[src/rtl/user_io_ctrl.sv]
// -----------------------------------------------------------------------------
// user_io_ctrl
//   User-I/O controller for the dev-kit push-buttons, DIP switches and LEDs,
//   presented to the Nios II as an Avalon-MM slave with a read latency of 1.
//   Every button and switch bit goes through a 2-FF synchroniser and a
//   debouncer. Accepted changes are latched into a W1C EDGE register, and
//   irq is a registered OR of EDGE & MASK. LEDs are driven from a register.
//
//   Optional feature: define LED_BLINK_EN to build the blink divider and the
//   per-LED blink-enable bits. Without it the LEDs are static and LED[31:16]
//   reads 0.
//
// Ports
//   CLK_50_MAX10   in   sole clock
//   CPU_RESETn     in   synchronous reset, active-low
//   USER_PB        in   raw push-buttons, asynchronous, low = pressed
//   USER_DIPSW     in   raw DIP switches, asynchronous
//   USER_LED       out  LED pins, polarity set by LED_ACTIVE_LOW
//   avs_address    in   word address: 0 LED, 1 STATUS, 2 EDGE, 3 MASK
//   avs_read       in   read strobe
//   avs_write      in   write strobe
//   avs_writedata  in   write data
//   avs_readdata   out  read data, valid the cycle after avs_read, then held
//   irq            out  level interrupt, registered
// -----------------------------------------------------------------------------
module user_io_ctrl #(
    parameter int N_PB            = 4,
    parameter int N_DIPSW         = 5,
    parameter int N_LED           = 5,
    parameter int DEBOUNCE_CYCLES = 500000,
    parameter int CNT_W           = 20,
    parameter int LED_ACTIVE_LOW  = 1,
    parameter int BLINK_DIV       = 12500000
) (
    input  logic               CLK_50_MAX10,
    input  logic               CPU_RESETn,
    input  logic [N_PB-1:0]    USER_PB,
    input  logic [N_DIPSW-1:0] USER_DIPSW,
    output logic [N_LED-1:0]   USER_LED,
    input  logic [1:0]         avs_address,
    input  logic               avs_read,
    input  logic               avs_write,
    input  logic [31:0]        avs_writedata,
    output logic [31:0]        avs_readdata,
    output logic               irq
);

    // Buttons and switches share one internal vector: {dip, pb}.
    localparam int N_IN   = N_PB + N_DIPSW;
    localparam int INIT_W = CNT_W + 1;

    localparam logic [CNT_W-1:0]  DB_LAST    = CNT_W'(DEBOUNCE_CYCLES - 1);
    localparam logic [INIT_W-1:0] INIT_DONE  = INIT_W'(DEBOUNCE_CYCLES + 2);
    // Buttons idle high (released), switches idle low.
    localparam logic [N_IN-1:0]   STABLE_RST = {{N_DIPSW{1'b0}}, {N_PB{1'b1}}};
    localparam logic [N_LED-1:0]  PIN_RST    = (LED_ACTIVE_LOW != 0) ? '1 : '0;

    typedef enum logic [1:0] {
        REG_LED    = 2'd0,
        REG_STATUS = 2'd1,
        REG_EDGE   = 2'd2,
        REG_MASK   = 2'd3
    } reg_addr_e;

    // Internal {dip, pb} vector <-> bus layout (pb at [N_PB-1:0], dip at [16+:N_DIPSW]).
    function automatic logic [31:0] to_bus(input logic [N_IN-1:0] v);
        logic [31:0] w;
        w              = '0;
        w[N_PB-1:0]    = v[N_PB-1:0];
        w[16+:N_DIPSW] = v[N_IN-1:N_PB];
        return w;
    endfunction

    function automatic logic [N_IN-1:0] from_bus(input logic [31:0] w);
        return {w[16+:N_DIPSW], w[N_PB-1:0]};
    endfunction

    logic [N_IN-1:0]   sync1_q, sync1_d, sync2_q, sync2_d;
    logic [N_IN-1:0]   stable_q, stable_d;
    logic [CNT_W-1:0]  cnt_q [N_IN];
    logic [CNT_W-1:0]  cnt_d [N_IN];
    logic [INIT_W-1:0] init_q, init_d;
    logic [N_IN-1:0]   edge_q, edge_d, mask_q, mask_d;
    logic [N_LED-1:0]  led_q, led_d, pin_q, pin_d;
    logic [31:0]       rdata_q, rdata_d;
    logic              irq_q, irq_d;

    logic [N_IN-1:0]   changed, edge_set, edge_clr;
    logic [N_LED-1:0]  led_shown;
    logic [31:0]       led_rb;
    logic              wr_led, wr_edge, wr_mask;

`ifdef LED_BLINK_EN
    localparam int BLINK_W = $clog2(BLINK_DIV + 1);
    localparam logic [BLINK_W-1:0] BLINK_LAST = BLINK_W'(BLINK_DIV - 1);

    logic [N_LED-1:0]   blink_q, blink_d;
    logic [BLINK_W-1:0] bcnt_q, bcnt_d;
    logic               phase_q, phase_d;
`else
    localparam int unused_blink_div = BLINK_DIV;
`endif

    // Which write-data bits matter depends on the parameters; the rest are dropped.
    logic unused_wdata;
    assign unused_wdata = ^avs_writedata;

    always_comb begin
        // NOTE: every output of this block gets a default first so no path can leave it unassigned and infer a latch.
        sync1_d   = {USER_DIPSW, USER_PB};
        sync2_d   = sync1_q;
        stable_d  = stable_q;
        cnt_d     = cnt_q;
        init_d    = (init_q == INIT_DONE) ? init_q : init_q + 1'b1;
        wr_led    = avs_write && (reg_addr_e'(avs_address) == REG_LED);
        wr_edge   = avs_write && (reg_addr_e'(avs_address) == REG_EDGE);
        wr_mask   = avs_write && (reg_addr_e'(avs_address) == REG_MASK);
        led_d     = wr_led ? avs_writedata[N_LED-1:0] : led_q;
        mask_d    = wr_mask ? from_bus(avs_writedata) : mask_q;
        led_shown = led_q;
        led_rb    = '0;
        led_rb[N_LED-1:0] = led_q;

        // Debounce: a bit must differ from its stable value for DEBOUNCE_CYCLES
        // consecutive cycles; any return to the stable value restarts the count.
        for (int i = 0; i < N_IN; i++) begin
            if (sync2_q[i] != stable_q[i]) begin
                if (cnt_q[i] == DB_LAST) begin
                    stable_d[i] = sync2_q[i];
                    cnt_d[i]    = '0;
                end else begin
                    cnt_d[i] = cnt_q[i] + 1'b1;
                end
            end else begin
                cnt_d[i] = '0;
            end
        end

        // Buttons report a press (stable 1->0), switches report any change.
        // Nothing is captured until the power-up window has elapsed.
        changed  = stable_q ^ stable_d;
        edge_set = {changed[N_IN-1:N_PB], changed[N_PB-1:0] & stable_q[N_PB-1:0]};
        if (init_q != INIT_DONE) begin
            edge_set = '0;
        end
        edge_clr = wr_edge ? from_bus(avs_writedata) : '0;
        // Set is applied after clear so a new edge survives a simultaneous W1C.
        edge_d   = (edge_q & ~edge_clr) | edge_set;

        irq_d = |(edge_q & mask_q);

`ifdef LED_BLINK_EN
        blink_d   = wr_led ? avs_writedata[16+:N_LED] : blink_q;
        bcnt_d    = (bcnt_q == BLINK_LAST) ? '0 : bcnt_q + 1'b1;
        phase_d   = (bcnt_q == BLINK_LAST) ? ~phase_q : phase_q;
        led_shown = led_q & (~blink_q | {N_LED{phase_q}});
        led_rb[16+:N_LED] = blink_q;
`endif
        pin_d = (LED_ACTIVE_LOW != 0) ? ~led_shown : led_shown;

        // Reads see the registers before this cycle's write lands.
        rdata_d = rdata_q;
        if (avs_read) begin
            case (reg_addr_e'(avs_address))
                REG_LED:    rdata_d = led_rb;
                REG_STATUS: rdata_d = to_bus({stable_q[N_IN-1:N_PB], ~stable_q[N_PB-1:0]});
                REG_EDGE:   rdata_d = to_bus(edge_q);
                REG_MASK:   rdata_d = to_bus(mask_q);
            endcase
        end
    end

    always_ff @(posedge CLK_50_MAX10) begin
        // NOTE: non-blocking assignments here so every flop samples the pre-edge value of every other flop.
        if (!CPU_RESETn) begin
            sync1_q  <= STABLE_RST;
            sync2_q  <= STABLE_RST;
            stable_q <= STABLE_RST;
            // NOTE: the debounce counters are reset too; a stale count would accept a change early after reset.
            for (int i = 0; i < N_IN; i++) begin
                cnt_q[i] <= '0;
            end
            init_q   <= '0;
            edge_q   <= '0;
            mask_q   <= '0;
            led_q    <= '0;
            pin_q    <= PIN_RST;
            rdata_q  <= '0;
            irq_q    <= 1'b0;
`ifdef LED_BLINK_EN
            blink_q  <= '0;
            bcnt_q   <= '0;
            phase_q  <= 1'b0;
`endif
        end else begin
            sync1_q  <= sync1_d;
            sync2_q  <= sync2_d;
            stable_q <= stable_d;
            cnt_q    <= cnt_d;
            init_q   <= init_d;
            edge_q   <= edge_d;
            mask_q   <= mask_d;
            led_q    <= led_d;
            pin_q    <= pin_d;
            rdata_q  <= rdata_d;
            irq_q    <= irq_d;
`ifdef LED_BLINK_EN
            blink_q  <= blink_d;
            bcnt_q   <= bcnt_d;
            phase_q  <= phase_d;
`endif
        end
    end

    assign USER_LED     = pin_q;
    assign avs_readdata = rdata_q;
    assign irq          = irq_q;

endmodule

[config.mk]
export PLATFORM = sky130hd
export DESIGN_NAME = user_io_ctrl
export DESIGN_NICKNAME = d
export VERILOG_FILES = /design/src/rtl/user_io_ctrl.sv
export SDC_FILE = /design/constraint.sdc
export NUM_CORES = 1
export LEC_CHECK = 0
export CAP_MARGIN = 0
export CORE_MARGIN = 2
export CORE_UTILIZATION = 50
export DETAILED_ROUTE_END_ITERATION = 8
export PLACE_DENSITY_LB_ADDON = 0.2
export SETUP_SLACK_MARGIN = 0.4
export SKIP_LAST_GASP = 1
export SLEW_MARGIN = 25
export SYNTH_ARGS = -nofsm -noshare
export SYNTH_HDL_FRONTEND = slang
export SYNTH_SLANG_ARGS = --single-unit
[constraint.sdc]
create_clock -name CLK_50_MAX10 -period 2.05 [get_ports CLK_50_MAX10]
set_input_delay 0.41 -clock CLK_50_MAX10 [delete_from_list [all_inputs] [get_ports CLK_50_MAX10]]
set_output_delay 0.41 -clock CLK_50_MAX10 [all_outputs]
set_load 0.05 [all_outputs]
# After elaboration in Yosys (flattened, before gate mapping)
# Index checks and enable logic that the tools add are counted.
[totals]
register_bits = 289
inputBits = 47
output_inout_bits = 38
elab_cells = 105
[classes]
add_sub_neg = 10
eq_ne = 23
n_mux = 21
bitwise_logic = 18
n_reduce_logical = 14
[ops]
columns = ["op", "n"]
rows = [
  ["adder 20 x 1 -> 20 bit (second input constant)", 9],
  ["== test 20 x 19 -> 1 bit (second input constant)", 9],
  ["one-hot mux 32 bit (4 select lines)", 1],
  ["OR reduction 3 bit", 9],
  ["adder 21 x 1 -> 21 bit (second input constant)", 1],
  ["== test 21 x 19 -> 1 bit (second input constant)", 1],
  ["inequality test 21 x 19 -> 1 bit (second input constant)", 1],
  ["bitwise AND 9 bit", 2],
  ["two-way mux 1 bit", 18],
  ["two-way mux 9 bit", 2],
  ["NOT 1 bit", 10],
  ["inequality test 1 bit", 9],
  ["NOT 9 bit", 1],
  ["bitwise OR 9 bit", 1],
  ["OR reduction 9 bit", 1],
  ["XOR 9 bit", 1],
  ["NOT 5 bit", 1],
  ["bitwise AND 4 bit", 1],
  ["== test 2 bit (second input constant)", 2],
  ["NOT 4 bit", 1],
  ["logical AND 1 bit", 3],
  ["== test 2 x 1 -> 1 bit (second input constant)", 1],
  ["zero test 2 bit", 1],
]

# Longest topological paths before layout
[logic_depth]
word_depth = 7
mapped_depth = 7
ltp_nobuf = 5

# Worst setup path after synthesis
# Ideal clock, no wire load.
[synth_path]
kind = "reg-to-reg"
from = "register cnt_q[140] in the netlist's numbering"
to = "register cnt_q[148] in the netlist's numbering"
setup_ns = 0.128
t_arrival_ns = 1.792
required_ns = 1.922
setup_slack_ns = 0.131
path_stages_with_launch = 7
n_path_buf = 1
synth_period_minus_slack_ns = 1.919
path_cell_list = "dfxtp_1 -> ha_1 -> nand4_1 -> or4_1 -> o31ai_1 -> clkbuf_1 -> nor2_1"
[synth_via]
elab_chain_cells = 2
word_cells_on_any_way = 3
cone_classes = "1 x add/sub; 1 x eq/ne; 1 x reduce/logical"
[synth_rtl]
columns = ["element", "line_no", "source"]
rows = [
  ["start: declaration", "80", "logic [CNT_W-1:0] cnt_q [N_IN];"],
  ["start signal: assignment", "199", "cnt_q <= cnt_d;"],
  ["parallel branches: the longest is 2 deep, another holds adder 20 x 1 -> 20 bit", "--", ""],
]
# Parallel ways; which one is timed is not known.
# A chain may end at the register's enable or synchronous reset.

# Worst setup path after layout
[layout_path]
from = "register cnt_q[106] in the netlist's numbering"
to = "register cnt_q[119] in the netlist's numbering"
# The elaborated chain is that of the path after synthesis.

==> metrics.md <==
| Metric | Value |
|---|---|
| Crit Path Max Fanout | 15 |
| CTS tree | done |
| Starting Density | 50.9% |
| Initial DRC Count | between 600 and 700 |
| Hold Path End | sync1_q[6] |
| CTS clock-pin slew for the worst setup and hold paths | about 0.060 ns |
| Sequential Power Share | 45.6% |
| Hold Fails Final Rpt | 0 |
| Hold path cells | 2 |
| Final core occ | roughly 68% |
| Yosys reg bits | 267 |
| CP peak stage delay | approximately 0.57 ns |
| Vias | 10600 |
| Switching Share | around 22% |
| Final Total Pwr | 11.5 mW |
| Max cap viols | 0 |
| PortBufs | 40 |
| IO Pins | 85 |
| Placed Area | 0.0131 mm2 |
| Sequential share of the synthesized area | between 40% and 50% |
| Clock share of power | approximately 50% |
| CP endpoint kind | flip-flop |
| Critical path type | flip-flop to flip-flop |
| Vias in the first global route | roughly 9500 |
| CP Launch Type | flip-flop |
| Rows | 56 |
| Crit share post-route | a little over 90% |
| Syn Std Cell Area | 0.0119 mm2 |
| EDFF count, synth | 0 |
| Fmax | 526 MHz |
| Maximum clock insertion buffer count | 3 |
| Worst IR Drop VDD | about 0.00058 V |
| CTS root buffer | clkbuf_16 |
| Global-route wire length before repair | 45000 um |
| Number of detailed-route iterations in the first pass | 5 |
| Min Tclk post-route | roughly 1.9 ns |
| Total global routing track utilization | 21.5% |
| Gate count after technology mapping | around 1400 |
| Via-to-Cell Ratio | 5.60 |
| Die Width | approximately 160 um |
| Drc violations | 0 |
| Most frequent cells in the layout | dfxtp_1 (175), nor2_1 (131), buf_4 (114), nand2_1 (110), xnor2_1 (73) |
| Sum of negative setup slack | 0 ns |
| Design Area, Final | about 0.016 mm2 |
| Combinational Power Share | 4.1% |
| GPL Wtd Cong | approximately 0.8 |
| Ys async rst share | 0% |
| Hold Crit Class | primary input to flip-flop |
| Multi-input gate area | a little over 0.007 mm2 |
| Die Height | roughly 160 um |
| FF-to-FF setup slack | roughly 0.15 ns |
| Power per cell area | approximately 700 mW/mm2 |
| Drt total wl | slightly below 30000 um |
| NetSw | ~2.5 mW |
| Antenna cell count | 0 |
| YS warnings | 0 |
| Pin count of the biggest net entering global routing | 51 |
| CTS H-Tree Depth | 1 |
| Register area | about 0.0056 mm2 |
| Mean routed wirelength per cell | 15.7 um |
| Antenna Nets Post-Route | 0 |
| Pleak | slightly above 5 nW |
| Core Region | approximately 0.023 mm2 |
| Die area | approximately 0.025 mm2 |
| Arrival time at the worst endpoint | approximately 2.3 ns |
| Commonest non-fill, non-tap cell in the layout | dfxtp_1 |
| Layout cell share with drive strength beyond 1 | 31.7% |
| Reg2reg end | cnt_q[119] |
| Antenna violations before repair | 0 |
| Mapped Avg Cell Area | just under 9 um2 |
| Setup-failing EPs final | 0 |
| Sink Count | about 270 |
| Internal | around 9.0 mW |
| Top_reg_cell synth | dfxtp_1 |
| Nets | roughly 1600 |
| Outcome | complete, no violations |
| Clock Latency Late Sink | about 0.55 ns |
| Final hold slack | approximately 0.15 ns |
| CP Cell Sequence | or4_1 -> or4_4 -> o21bai_4 -> buf_12 -> a21oi_1 |
| Grt ovf | 0 |
| DP HPWL | around 17000 um |
| Worst EP required | ~2.5 ns |
| RSZ-0062 raised after global routing | true |
| CP max stage cell | or4_4 |
| Cells on worst reg2reg path | 5 |
| Fin. max-slew vios | 0 |
| CTS buffer count | 30 |
| Fill count | ~1800 |
| Final Skew | 0.0120 ns |
| Syn-to-layout area delta | 34.1% |
| Hold Crit Start | CPU_RESETn |
| FF-to-FF Start | cnt_q[106] |
| Netlist cell types | between 60 and 70 |
[critical path: cells and delay by family (launching register included)]
family	cells	cell delay, ns
flops	1	0.32
simple gates	2	1.08
buf+inv	1	0.16
compound gates	2	0.22
[power groups by stage]
stage	Sequential (mW)	Combinational, mW	Clock, mW
final	5.23	0.472	5.78
after global routing	5.23	0.504	6.12
after CTS	5.25	0.427	5.90
after detailed placement	5.38	0.413	0
after global placement	5.38	0.410	0
after floorplan	5.40	0.272	0
[worst max-delay path by stage]
stage                    start          to  slack (ns)  cells past startpoint
CTS                 cnt_q[105]  cnt_q[109]        0.15                      5
finish              cnt_q[106]  cnt_q[119]        0.15                      5
global route        cnt_q[106]  cnt_q[113]        0.10                      5
floorplan           cnt_q[106]  cnt_q[106]        0.15                      5
detailed placement  cnt_q[107]  cnt_q[119]         0.1                      5
global placement    cnt_q[106]   edge_q[3]        0.13                      5
[repair_timing]
action	4_1_cts	5_1_grt
endpoints found under the hold margin	0	0
gates cloned	8	7
hold buffers	0	0
setup buffers	41	37
gates resized for setup	176	234
pin swaps	31	68
endpoints found under the setup margin	172	197
[layer usage]
layer  global-route usage, %  wire (um)  vias to the layer above
met5                       0          0                        -
met4                    6.26        511                        0
met3                    3.16       1380                       46
met2                    36.5      14600                      262
met1                    28.7      13100                     5031
li1                        -          -                     5221
[synth_stat cells (37+ instances only)]
master / count / area, um2
nor2_1: 172 / 646
o21ai_0: 38 / 190
clkbuf_1: 37 / 139
nand3_1: 72 / 360
nand4_1: 57 / 357
xor2_1: 54 / 473
xnor2_1: 73 / 639
inv_1: 40 / 150
nand2_1: 113 / 424
a21oi_1: 76 / 380
or3_1: 37 / 231
dfxtp_1: 267 / 5350
[sequential cells by signal (all words and copies together), names as in the netlist]
name / count
mask_q: 9
edge_q: 9
led_q: 5
USER_LED: 5
avs_readdata: 10
sync1_q: 9
cnt_q: 180
sync2_q: 9
init_q: 21
irq: 1
stable_q: 9
[logic make-up (layout without fill, tap and decap cells)]
logic type	Yosys count	after routing	synth area share, %
flops	267	267	44.9
other cells	1	22	0.0315
simple gates	648	650	28.3
xor+xnor	127	127	9.35
buf+inv	113	281	4.49
fa+ha+maj	11	11	1.16
compound gates	186	189	9.75
mux	20	20	2.06
[per-stage QoR]
step | setup WS (ns) | instances
finish | 0.148 | 1886
global route | 0.103 | 1886
CTS | 0.150 | 1842
detailed placement | 0.0956 | 1738
global placement | 0.129 | 1738
floorplan | 0.154 | 1394
[layout make-up]
class                           count  share of cell area (%)
Multi-Input combinational cell   1019                    44.7
Sequential cell                   267                    34.8
Timing Repair Buffer              185                    10.3
Clock buffer                       42                    5.57
Tap cell                          319                    2.50
Clock inverter                     13                    1.25
Inverter                           41                   0.965
Power figures use the tool's default switching activity.
